[src/rtl/ws2812_decoder_if.sv]
// Decoded-word output bundle of the WS2812B receiver.
// master: the decoder that drives it; slave: the consumer.
interface ws2812_decoder_if;
  logic [23:0] word;
  logic        word_valid;
  logic [7:0]  word_count;
  logic        frame_done;
  logic        bit_err;

  modport master (
    output word,
    output word_valid,
    output word_count,
    output frame_done,
    output bit_err
  );

  modport slave (
    input word,
    input word_valid,
    input word_count,
    input frame_done,
    input bit_err
  );
endinterface

[src/rtl/ws2812_decoder.sv]
// WS2812B receiver: recovers 24-bit words from high-pulse widths, flags frame end on a low gap.
// Optional malformed-pulse detection is enabled by defining PULSE_CHECK_EN.
module ws2812_decoder #(
  parameter int unsigned T1_MIN_CYC = 24,
  parameter int unsigned RESET_CYC  = 2000,
  parameter int unsigned T_MIN_CYC  = 8,
  parameter int unsigned T_MAX_CYC  = 60,
  parameter int unsigned CNT_W      = 12
) (
  input  logic              clk,
  input  logic              reset_n,
  input  logic              din,
  ws2812_decoder_if.master  bus
);

  localparam logic [1:0] ST_IDLE = 2'd0;
  localparam logic [1:0] ST_HIGH = 2'd1;
  localparam logic [1:0] ST_LOW  = 2'd2;

  localparam logic [CNT_W-1:0] CNT_ONE = CNT_W'(1);
  localparam logic [CNT_W-1:0] CNT_MAX = '1;
  localparam logic [CNT_W-1:0] T1_LIM  = CNT_W'(T1_MIN_CYC);
  // The cycle that reaches this count is the RESET_CYC-th consecutive low cycle.
  localparam logic [CNT_W-1:0] RST_LIM = CNT_W'(RESET_CYC - 1);

  generate
    if (T_MIN_CYC > T_MAX_CYC || RESET_CYC < 2 || RESET_CYC > (2 ** CNT_W) - 1) begin : g_cfg_err
      $error("ws2812_decoder: inconsistent timing parameters");
    end
  endgenerate

  logic             sync1;
  logic             ds;
  logic             ds_q;
  logic             rise;
  logic             fall;

  logic [1:0]       state;
  logic [CNT_W-1:0] hcnt;
  logic [CNT_W-1:0] lcnt;
  logic [4:0]       bitcnt;
  logic [22:0]      sreg;
  logic [23:0]      word_r;
  logic             valid_r;
  logic [7:0]       count_r;
  logic             fdone_r;
  logic             berr_r;

  logic             bit_val;
  logic             pulse_bad;

  always_ff @(posedge clk or negedge reset_n) begin
    if (!reset_n) begin
      sync1 <= 1'b0;
      ds    <= 1'b0;
      ds_q  <= 1'b0;
    end else begin
      sync1 <= din;
      ds    <= sync1;
      ds_q  <= ds;
    end
  end

  assign rise    = ds & ~ds_q;
  assign fall    = ~ds & ds_q;
  assign bit_val = (hcnt >= T1_LIM);

`ifdef PULSE_CHECK_EN
  assign pulse_bad = (hcnt < CNT_W'(T_MIN_CYC)) || (hcnt > CNT_W'(T_MAX_CYC));
`else
  assign pulse_bad = 1'b0;
`endif

  always_ff @(posedge clk or negedge reset_n) begin
    if (!reset_n) begin
      state   <= ST_IDLE;
      hcnt    <= '0;
      lcnt    <= '0;
      bitcnt  <= '0;
      sreg    <= '0;
      word_r  <= '0;
      valid_r <= 1'b0;
      count_r <= '0;
      fdone_r <= 1'b0;
      berr_r  <= 1'b0;
    end else begin
      valid_r <= 1'b0;
      fdone_r <= 1'b0;
      berr_r  <= 1'b0;
      case (state)
        ST_IDLE: begin
          if (rise) begin
            state <= ST_HIGH;
            hcnt  <= CNT_ONE;
          end
        end
        ST_HIGH: begin
          if (fall) begin
            state <= ST_LOW;
            lcnt  <= CNT_ONE;
            if (pulse_bad) begin
              berr_r <= 1'b1;
              bitcnt <= '0;
            end else if (bitcnt == 5'd23) begin
              word_r  <= {bit_val, sreg};
              valid_r <= 1'b1;
              bitcnt  <= '0;
              if (count_r != 8'hFF) begin
                count_r <= count_r + 8'd1;
              end
            end else begin
              sreg[bitcnt] <= bit_val;
              bitcnt       <= bitcnt + 5'd1;
            end
          end else if (hcnt != CNT_MAX) begin
            hcnt <= hcnt + CNT_ONE;
          end
        end
        ST_LOW: begin
          // A rising edge takes priority over a gap completing in the same cycle.
          if (rise) begin
            state <= ST_HIGH;
            hcnt  <= CNT_ONE;
          end else if (lcnt >= RST_LIM) begin
            state   <= ST_IDLE;
            fdone_r <= (bitcnt != 5'd0) || (count_r != 8'd0);
            bitcnt  <= '0;
            count_r <= '0;
          end else begin
            lcnt <= lcnt + CNT_ONE;
          end
        end
        default: state <= ST_IDLE;
      endcase
    end
  end

  assign bus.word       = word_r;
  assign bus.word_valid = valid_r;
  assign bus.word_count = count_r;
  assign bus.frame_done = fdone_r;
  assign bus.bit_err    = berr_r;

endmodule

[src/flat_wrapper.sv]
// flat-port wrapper written by rule: the top's interface ports become plain ports
module ws2812_decoder_flat 
#(
  parameter int unsigned T1_MIN_CYC = 24,
  parameter int unsigned RESET_CYC  = 2000,
  parameter int unsigned T_MIN_CYC  = 8,
  parameter int unsigned T_MAX_CYC  = 60,
  parameter int unsigned CNT_W      = 12
)
  (clk, reset_n, din, bus_word, bus_word_valid, bus_word_count, bus_frame_done, bus_bit_err);
  ws2812_decoder_if bus_i ();
  input  logic clk;
  input  logic reset_n;
  input  logic din;
  output wire logic [$bits(bus_i.word)-1:0] bus_word;
  output wire logic [$bits(bus_i.word_valid)-1:0] bus_word_valid;
  output wire logic [$bits(bus_i.word_count)-1:0] bus_word_count;
  output wire logic [$bits(bus_i.frame_done)-1:0] bus_frame_done;
  output wire logic [$bits(bus_i.bit_err)-1:0] bus_bit_err;
  assign bus_word = bus_i.word;
  assign bus_word_valid = bus_i.word_valid;
  assign bus_word_count = bus_i.word_count;
  assign bus_frame_done = bus_i.frame_done;
  assign bus_bit_err = bus_i.bit_err;
  ws2812_decoder #(.T1_MIN_CYC(T1_MIN_CYC), .RESET_CYC(RESET_CYC), .T_MIN_CYC(T_MIN_CYC), .T_MAX_CYC(T_MAX_CYC), .CNT_W(CNT_W)) u_core (.clk(clk), .reset_n(reset_n), .din(din), .bus(bus_i));
endmodule
[config.mk]
export PLATFORM = sky130hd
export DESIGN_NAME = ws2812_decoder_flat
export DESIGN_NICKNAME = d
export VERILOG_FILES = /design/src/rtl/ws2812_decoder_if.sv /design/src/rtl/ws2812_decoder.sv /design/src/flat_wrapper.sv
export SDC_FILE = /design/constraint.sdc
export NUM_CORES = 1
export LEC_CHECK = 0
export CORE_UTILIZATION = 30
export DETAILED_ROUTE_END_ITERATION = 10
export MAX_ROUTING_LAYER = met4
export PLACE_DENSITY_LB_ADDON = 0.3
export SYNTH_ARGS = -nofsm -noshare
export SYNTH_HDL_FRONTEND = slang
export SYNTH_SLANG_ARGS = --single-unit
[constraint.sdc]
create_clock -name clk -period 4.19 [get_ports clk]
set_input_delay 0.419 -clock clk [delete_from_list [all_inputs] [get_ports clk]]
set_output_delay 0.419 -clock clk [all_outputs]
set_load 0.005 [all_outputs]
==> reports/metrics.json, run 1 <==
{
  "logic_synthesis": {
    "ys_seq_elements": 91,
    "synth_top_area_share_pct": 52.07,
    "synthDistinctLibCells": 60,
    "synth_cells": 441,
    "synthesis.area_sq_mm": 0.004373,
    "synthTopCellsByArea": "sky130_fd_sc_hd__dfrtp_1 (52%), sky130_fd_sc_hd__nand2_1 (12%), sky130_fd_sc_hd__mux2_1 (5.7%)",
    "synth_area_leader_cell": "sky130_fd_sc_hd__dfrtp_1",
    "synth_fp_nets": 453,
    "ys_seq_area_share_pct": 52.07,
    "yosysWarningCount": 0,
    "synth_flop_cell": "sky130_fd_sc_hd__dfrtp_1",
    "synth_edf_count": 0,
    "synthesis.area_per_instance_sq_um": 9.916,
    "synthArstFlopShare_pct": 100.0
  },
  "sta": {
    "final-hold-violation-count": 0,
    "worst_slew_margin_rel_pct": 45.52,
    "period_minus_slack_ps": 2625,
    "setup_tns_ps": 0,
    "worst-slew-pin-transition_ps": 817.2,
    "setup_violations": 0,
    "final.period_utilization_pct": 62.64,
    "fmax_mhz": 381.0,
    "grt_setup_unrepaired": "false",
    "skew_ps": 7.855,
    "drv_slew": 0,
    "post-route-worst-setup-slack_ps": 1565,
    "finalHoldWorstSlack_ps": 110.4
  },
  "setup_path": {
    "path_depth": 7,
    "cp_cell_sequence": "and4bb_4, nand3_2, buf_4, inv_2, a32oi_1, o21ai_0, o31ai_1",
    "cp_slowest_cell": "sky130_fd_sc_hd__dfrtp_1",
    "criticalPathCategory": "register to register",
    "max_stage_delay_ps": 870,
    "reg2reg_depth": 7,
    "setup.worst_path.end_class": "register",
    "crit_required_ps": 4420,
    "setup.worst_path.start_class": "register",
    "timing.reg2reg.setup_slack_ps": 1570,
    "crit_family": "flip-flops",
    "worstPathBufferInverterCount": 2,
    "critical_path.max_fanout": 29,
    "worstPathArrival_ps": 2860
  },
  "clocking": {
    "clk-insertion-delay-late_ps": 350,
    "post_cts.repair.setup_buffers": 0,
    "cts_hold_buffers": 0,
    "tritoncts": "built",
    "clk_pin_slew_worst_paths_ps": 60,
    "tritoncts_num_sinks": 91,
    "cts_made_buffers": 9,
    "h-tree-depth": 3,
    "cts-root-buf": "sky130_fd_sc_hd__clkbuf_16",
    "max-clock-path-buffers": 2,
    "cts_resized": 0
  },
  "placed_design": {
    "pre_cts_ws_ps": 1540,
    "place.gp.congestion": 0.8105,
    "placement.io_buffers": 36,
    "place_hpwl_microns": 5835,
    "dp_cells": 638,
    "placement.cell_area_sq_mm": 0.004847
  },
  "floorplanning": {
    "dieHeight_microns": 122.7,
    "effective_utilization_at_floorplan_pct": 31.14,
    "die_x_microns": 122.7,
    "fp.dieArea_sq_mm": 0.01506,
    "coreArea_sq_mm": 0.01404,
    "pin_count": 38,
    "core.rowCount": 43
  },
  "drt": {
    "postRouteAntennaNets": 0,
    "drt_wl_cell_microns": 13.23,
    "drt_iter0_drc": 170,
    "post-route-drc-count": 0,
    "first_pass_iters": 4,
    "number_of_vias_after_detailed_routing": 3122,
    "drt-vias-per-instance": 4.774,
    "finalWirelength_microns": 8650
  },
  "pwr": {
    "power_frac_seq_pct": 49.7,
    "total_switching_power_uw": 586.9,
    "irDropWorstVdd_mv": 0.1922,
    "comb_power_share_pct": 13.1,
    "post-layout-total-power_mw": 2.061,
    "internal_power_mw": 1.474,
    "switching_share_pct": 28.48,
    "power_density_mw_per_mm2": 401.7,
    "clock_power_share_pct": 37.2,
    "power.static_leakage_nw": 2.398
  },
  "global_routing": {
    "first_global_vias": 3213,
    "grtUsageTotal_pct": 13.37,
    "grt_antenna_before_repair": 0,
    "grt_max_degree": 56,
    "grt_overflow_total": 0,
    "grt_pass1_wl_microns": 15010
  },
  "layout": {
    "design_area_sq_mm": 0.005130,
    "share_of_layout_cells_above_drive_strength_1_pct": 6.962,
    "leading_cell_type_in_the_layout_fill_and_taps_excluded": "sky130_fd_sc_hd__nand2_1",
    "num_antenna_cells": 0,
    "layout.core_utilization_pct": 36.53,
    "layout.cells.most_common_list": "sky130_fd_sc_hd__nand2_1 (136), sky130_fd_sc_hd__dfrtp_1 (91), sky130_fd_sc_hd__clkdlybuf4s50_1 (35), sky130_fd_sc_hd__mux2_1 (22), sky130_fd_sc_hd__nand3_1 (19)",
    "layout_nets": 481,
    "flow.area_growth_from_synthesis_pct": 17.31,
    "finalNonFillerCells": 654
  },
  "worst_hold_path": {
    "min_path_type": "input port to asynchronous set/reset pin"
  },
  "outcome": {
    "status": "finished clean"
  },
  "run": {
    "max_cap_viol_count": 0
  }
}
-- worst paths after layout --
path / start / end
min in group clk: u_core.sync1 / u_core.ds
max in group asynchronous: reset_n / u_core.lcnt[6]
setup / recovery: u_core.state[0] / u_core.bus.word_count[4]
hold / removal: reset_n / u_core.bus.word[21]
hold reg to reg: u_core.sync1 / u_core.ds
setup reg to reg: u_core.state[0] / u_core.bus.word_count[4]
-- state kept, by name, summed over array words and instances, names as in the netlist --
signal,cells
u_core.hcnt,12
u_core.sync1,1
u_core.bus.word_count,8
u_core.bus.frame_done,1
u_core.bus.word,24
u_core.bus.word_valid,1
u_core.ds,1
u_core.bitcnt,5
u_core.state,2
u_core.sreg,23
u_core.ds_q,1
u_core.lcnt,12
-- power groups by stage --
stage               logic, mW  registers, mW  clock network (mW)
floorplan               0.261          0.995                   0
global placement        0.268           1.04                   0
detailed placement      0.275           1.04                   0
CTS                     0.276           1.02               0.801
global route            0.312           1.04               0.831
finish                  0.269           1.02               0.767
-- routing by layer --
metal	track usage [%]	wire length (microns)	up-vias	share of wire, %
li1	-	-	1565	-
met1	15.04	3995	1499	46
met2	21.66	4213	46	49
met3	3.764	268	12	3.1
met4	6.784	173	0	2.0
met5	-	0	-	0
-- kinds of logic (layout without fill, tap and decap cells) --
family | count (synthesis) | in the layout | synth area share [%]
and+or+nand+nor | 230 | 230 | 25.72
adders and majority gates | 9 | 9 | 2.575
AOI/OAI and AO/OA | 49 | 49 | 8.269
other | 1 | 1 | 0.08575
buffers and inverters | 31 | 64 | 3.777
muxes | 29 | 29 | 7.296
xor gates and xnor gates | 1 | 1 | 0.2003
DFF | 91 | 91 | 52.07
-- synth_stat cells (3+ instances only) --
master,n
sky130_fd_sc_hd__inv_1,8
sky130_fd_sc_hd__and3_1,4
sky130_fd_sc_hd__and2_1,8
sky130_fd_sc_hd__nor3b_1,3
sky130_fd_sc_hd__and4_1,4
sky130_fd_sc_hd__o31ai_1,5
sky130_fd_sc_hd__o21ai_0,13
sky130_fd_sc_hd__nand4_1,3
sky130_fd_sc_hd__a31oi_1,3
sky130_fd_sc_hd__a311o_1,3
sky130_fd_sc_hd__nand3_1,19
sky130_fd_sc_hd__clkbuf_1,7
sky130_fd_sc_hd__o21ai_1,5
sky130_fd_sc_hd__mux2_1,22
sky130_fd_sc_hd__nand2_1,136
sky130_fd_sc_hd__nand2b_1,5
sky130_fd_sc_hd__nand3b_1,4
sky130_fd_sc_hd__dfrtp_1,91
sky130_fd_sc_hd__a22o_1,7
sky130_fd_sc_hd__buf_4,7
sky130_fd_sc_hd__nor3_1,7
sky130_fd_sc_hd__ha_1,9
sky130_fd_sc_hd__mux2i_1,6
sky130_fd_sc_hd__buf_2,4
sky130_fd_sc_hd__nor2_1,12
sky130_fd_sc_hd__or3_1,4
-- worst register-to-register path, delay by kind of cell (launching register included) --
| kind | cells | cell delay (ps) |
|---|---|---|
| compound gates | 3 | 550 |
| flops | 1 | 870 |
| buf+inv | 2 | 610 |
| simple gates | 2 | 470 |
-- cell type report --
| type | count | area, sq um |
|---|---|---|
| fill | 1401 | 8912 |
| sequential | 91 | 2277 |
| multi-input combinational | 319 | 1931 |
| timing repair buffer | 39 | 380.4 |
| clock buffer | 13 | 260.3 |
| tap | 180 | 225.2 |
| inverter | 9 | 33.78 |
| clock inverter | 3 | 22.52 |
No activity file was read; power rests on OpenSTA's default activity.
==> inputs of run 2 (changes only) <==
Clock period 4.19 ns to 2.25 ns, I/O delays scaled along.
==> run 2 against run 1 <==
Against the previous run:
- non-clock buffer count grew 9
- clock power grew 130%
- cell count grew 1.4%
- routed wire length grew 1.8%
- highest routed layer unchanged
==> reports/metrics.json, run 2 (same netlist as run 1, synthesis figures left out) <==
{
  "layout": {
    "layout_nets": {"value": 490, "change": "was 481"},
    "layout.cells.most_common_list": {"value": "sky130_fd_sc_hd__nand2_1 (136), sky130_fd_sc_hd__dfrtp_1 (91), sky130_fd_sc_hd__clkdlybuf4s50_1 (35), sky130_fd_sc_hd__mux2_1 (22), sky130_fd_sc_hd__nand3_1 (19)", "change": "unchanged"},
    "flow.area_growth_from_synthesis": {"value": 20.77, "unit": "%", "change": "was 17.31%"},
    "finalNonFillerCells": {"value": 663, "change": "was 654"},
    "share_of_layout_cells_above_drive_strength_1": {"value": 9.110, "unit": "%", "change": "was 6.962%"},
    "design_area": {"value": 0.005281, "unit": "sq mm", "change": "was 0.005130 sq mm"},
    "leading_cell_type_in_the_layout_fill_and_taps_excluded": {"value": "sky130_fd_sc_hd__nand2_1", "change": "unchanged"},
    "layout.core_utilization": {"value": 37.61, "unit": "%", "change": "was 36.53%"},
    "num_antenna_cells": {"value": 0, "change": "unchanged"},
    "flip_flop_count_of_the_largest_register_after_layout": {"value": 24, "change": "unchanged"}
  },
  "floorplanning": {
    "fp.dieArea": {"value": 0.01506, "unit": "sq mm", "change": "unchanged"},
    "die_x": {"value": 122.7, "unit": "microns", "change": "unchanged"},
    "effective_utilization_at_floorplan": {"value": 31.14, "unit": "%", "change": "unchanged"},
    "dieHeight": {"value": 122.7, "unit": "microns", "change": "unchanged"},
    "core.rowCount": {"value": 43, "change": "unchanged"},
    "coreArea": {"value": 0.01404, "unit": "sq mm", "change": "unchanged"},
    "pin_count": {"value": 38, "change": "unchanged"}
  },
  "setup_path": {
    "reg2reg_depth": {"value": 6, "change": "was 7"},
    "r2r_start": {"value": "u_core.lcnt[0]", "change": "was u_core.state[0]"},
    "reg2reg_to": {"value": "u_core.bus.word_count[4]", "change": "unchanged"},
    "setup.worst_path.end_class": {"value": "register", "change": "unchanged"},
    "cp_slowest_cell": {"value": "sky130_fd_sc_hd__a32oi_1", "change": "was sky130_fd_sc_hd__dfrtp_1"},
    "critical_path.max_fanout": {"value": 7, "change": "was 29"},
    "setup.worst_path.start_class": {"value": "register", "change": "unchanged"},
    "timing.reg2reg.setup_slack": {"value": 190, "unit": "ps", "change": "was 1570 ps"},
    "worstPathArrival": {"value": 2300, "unit": "ps", "change": "was 2860 ps"},
    "cp_cell_sequence": {"value": "ha_1, a311o_1, a31o_2, a32oi_1, o21ai_0, o31ai_1", "change": "was and4bb_4, nand3_2, buf_4, inv_2, a32oi_1, o21ai_0, o31ai_1"},
    "max_stage_delay": {"value": 440, "unit": "ps", "change": "was 870 ps"},
    "worst_setup_path_startpoint": {"value": "u_core.lcnt[0]", "change": "was u_core.state[0]"},
    "crit_required": {"value": 2490, "unit": "ps", "change": "was 4420 ps"},
    "criticalPathCategory": {"value": "register to register", "change": "unchanged"}
  },
  "sta": {
    "finalHoldWorstSlack": {"value": 314.3, "unit": "ps", "change": "was 110.4 ps"},
    "fmax": {"value": 485.7, "unit": "MHz", "change": "was 381.0 MHz"},
    "worst-slew-pin-transition": {"value": 550.8, "unit": "ps", "change": "was 817.2 ps"},
    "setup_violations": {"value": 0, "change": "unchanged"},
    "period_minus_slack": {"value": 2059, "unit": "ps", "change": "was 2625 ps"},
    "worst_slew_margin_rel": {"value": 63.20, "unit": "%", "change": "was 45.52%"},
    "drv_slew": {"value": 0, "change": "unchanged"},
    "skew": {"value": 8.704, "unit": "ps", "change": "was 7.855 ps"},
    "setup_tns": {"value": 0, "unit": "ps", "change": "unchanged"},
    "final.period_utilization": {"value": 91.51, "unit": "%", "change": "was 62.64%"},
    "grt_setup_unrepaired": {"value": "false", "change": "unchanged"},
    "final-hold-violation-count": {"value": 0, "change": "unchanged"},
    "post-route-worst-setup-slack": {"value": 191.1, "unit": "ps", "change": "was 1565 ps"}
  },
  "clocking": {
    "tritoncts": {"value": "built", "change": "unchanged"},
    "cts-root-buf": {"value": "sky130_fd_sc_hd__clkbuf_16", "change": "unchanged"},
    "post_cts.repair.setup_buffers": {"value": 0, "change": "unchanged"},
    "cts_made_buffers": {"value": 9, "change": "unchanged"},
    "max-clock-path-buffers": {"value": 2, "change": "unchanged"},
    "h-tree-depth": {"value": 3, "change": "unchanged"},
    "clk_pin_slew_worst_paths": {"value": 70, "unit": "ps", "change": "was 60 ps"},
    "clk-insertion-delay-late": {"value": 340, "unit": "ps", "change": "was 350 ps"},
    "tritoncts_num_sinks": {"value": 91, "change": "unchanged"}
  },
  "placed_design": {
    "placement.io_buffers": {"value": 36, "change": "unchanged"},
    "place_hpwl": {"value": 6052, "unit": "microns", "change": "was 5835 microns"},
    "dp_cells": {"value": 646, "change": "was 638"},
    "placement.cell_area": {"value": 0.004920, "unit": "sq mm", "change": "was 0.004847 sq mm"},
    "place.gp.congestion": {"value": 0.7631, "change": "was 0.8105"},
    "pre_cts_ws": {"value": 201.2, "unit": "ps", "change": "was 1540 ps"}
  },
  "drt": {
    "drt-vias-per-instance": {"value": 4.754, "change": "was 4.774"},
    "drt_iter0_drc": {"value": 209, "change": "was 170"},
    "post-route-drc-count": {"value": 0, "change": "unchanged"},
    "postRouteAntennaNets": {"value": 0, "change": "unchanged"},
    "wl_met1": {"value": 4352, "unit": "microns", "change": "was 3995 microns"},
    "first_pass_iters": {"value": 4, "change": "unchanged"},
    "finalWirelength": {"value": 8807, "unit": "microns", "change": "was 8650 microns"},
    "drt_wl_cell": {"value": 13.28, "unit": "microns", "change": "was 13.23 microns"},
    "routed-wl-met3": {"value": 282, "unit": "microns", "change": "was 268 microns"},
    "wl_met2": {"value": 4059, "unit": "microns", "change": "was 4213 microns"},
    "route.top_layer_used": {"value": "met4", "change": "unchanged"},
    "number_of_vias_after_detailed_routing": {"value": 3152, "change": "was 3,122"}
  },
  "worst_hold_path": {
    "worstHoldPathCells": 1,
    "min_path_type": {"value": "input port to register", "change": "was input port to asynchronous set/reset pin"},
    "timing.hold.worst_endpoint": "u_core.sync1",
    "timing.hold.worst.start": "din"
  },
  "global_routing": {
    "grt_antenna_before_repair": {"value": 0, "change": "unchanged"},
    "grt_max_degree": {"value": 44, "change": "was 56"},
    "grt_overflow_total": {"value": 0, "change": "unchanged"},
    "grt_pass1_wl": {"value": 15140, "unit": "microns", "change": "was 15,010 microns"},
    "first_global_vias": {"value": 3101, "change": "was 3,213"},
    "grtUsageTotal": {"value": 13.34, "unit": "%", "change": "was 13.37%"}
  },
  "pwr": {
    "post-layout-total-power": {"value": 4.238, "unit": "mW", "change": "was 2.061 mW"},
    "comb_power_share": {"value": 14.1, "unit": "%", "change": "was 13.1%"},
    "power.static_leakage": {"value": 2.476, "unit": "nW", "change": "was 2.398 nW"},
    "clock_power_share": {"value": 41.7, "unit": "%", "change": "was 37.2%"},
    "total_switching_power": {"value": 1.144, "unit": "mW", "change": "was 586.9 uW"},
    "power_frac_seq": {"value": 44.2, "unit": "%", "change": "was 49.7%"},
    "internal_power": {"value": 3.093, "unit": "mW", "change": "was 1.474 mW"},
    "switching_share": {"value": 27.00, "unit": "%", "change": "was 28.48%"},
    "irDropWorstVdd": {"value": 0.4566, "unit": "mV", "change": "was 0.1922 mV"},
    "power_density": {"value": 802.4, "unit": "mW/mm^2", "change": "was 401.7 mW/mm^2"}
  },
  "run": {
    "max_cap_viol_count": {"value": 0, "change": "unchanged"}
  },
  "outcome": {
    "status": {"value": "finished clean", "change": "unchanged"}
  }
}
run 2: repair_timing:
item	4_1_cts	5_1_grt
endpoints found under the setup margin	0	3
endpoints found under the hold margin	31	0
gates resized for setup	0	1
hold buffers	1	0
run 2: critical path, delay by kind of cell (launching register included):
kind	cells	cell delay (ps)
adders and majority gates	1	260
AOI/OAI and AO/OA	5	1290
DFF	1	410
run 2: final cells by class:
class / instances / area (sq um)
flip-flops and latches: 91 / 2277
multi-input cells: 319 / 1932
well taps: 180 / 225.2
inverters: 9 / 33.78
repair buffers: 48 / 462.9
clock inverters: 6 / 111.4
clock buffers: 10 / 239.0
fillers: 1362 / 8761
run 2: how the worst max path moves through the flow:
| stage | to | slack, ps | depth (start not counted) |
|---|---|---|---|
| after floorplan | u_core.bus.word_count[4] | 480 | 6 |
| after global placement | u_core.bus.word_count[3] | 270 | 6 |
| after detailed placement | u_core.hcnt[7] | 200 | 7 |
| after CTS | u_core.hcnt[7] | 190 | 7 |
| after global routing | u_core.bus.word_count[3] | 60 | 6 |
| final | u_core.bus.word_count[4] | 190 | 6 |
run 2: power by group through the flow:
stage / Combinational (mW) / Sequential (mW) / Clock (mW)
3_3_place_gp: 0.581 / 1.90 / 0
6_report: 0.597 / 1.87 / 1.77
2_1_floorplan: 0.485 / 1.85 / 0
5_1_grt: 0.683 / 1.89 / 1.87
4_1_cts: 0.604 / 1.87 / 1.80
3_5_place_dp: 0.601 / 1.90 / 0
run 2: per-layer routing:
layer / global-route usage, % / vias to the layer above
met3: 3.113 / 10
met2: 20.44 / 44
met1: 16.92 / 1512
li1: - / 1586
met4: 5.412 / 0
met5: - / -
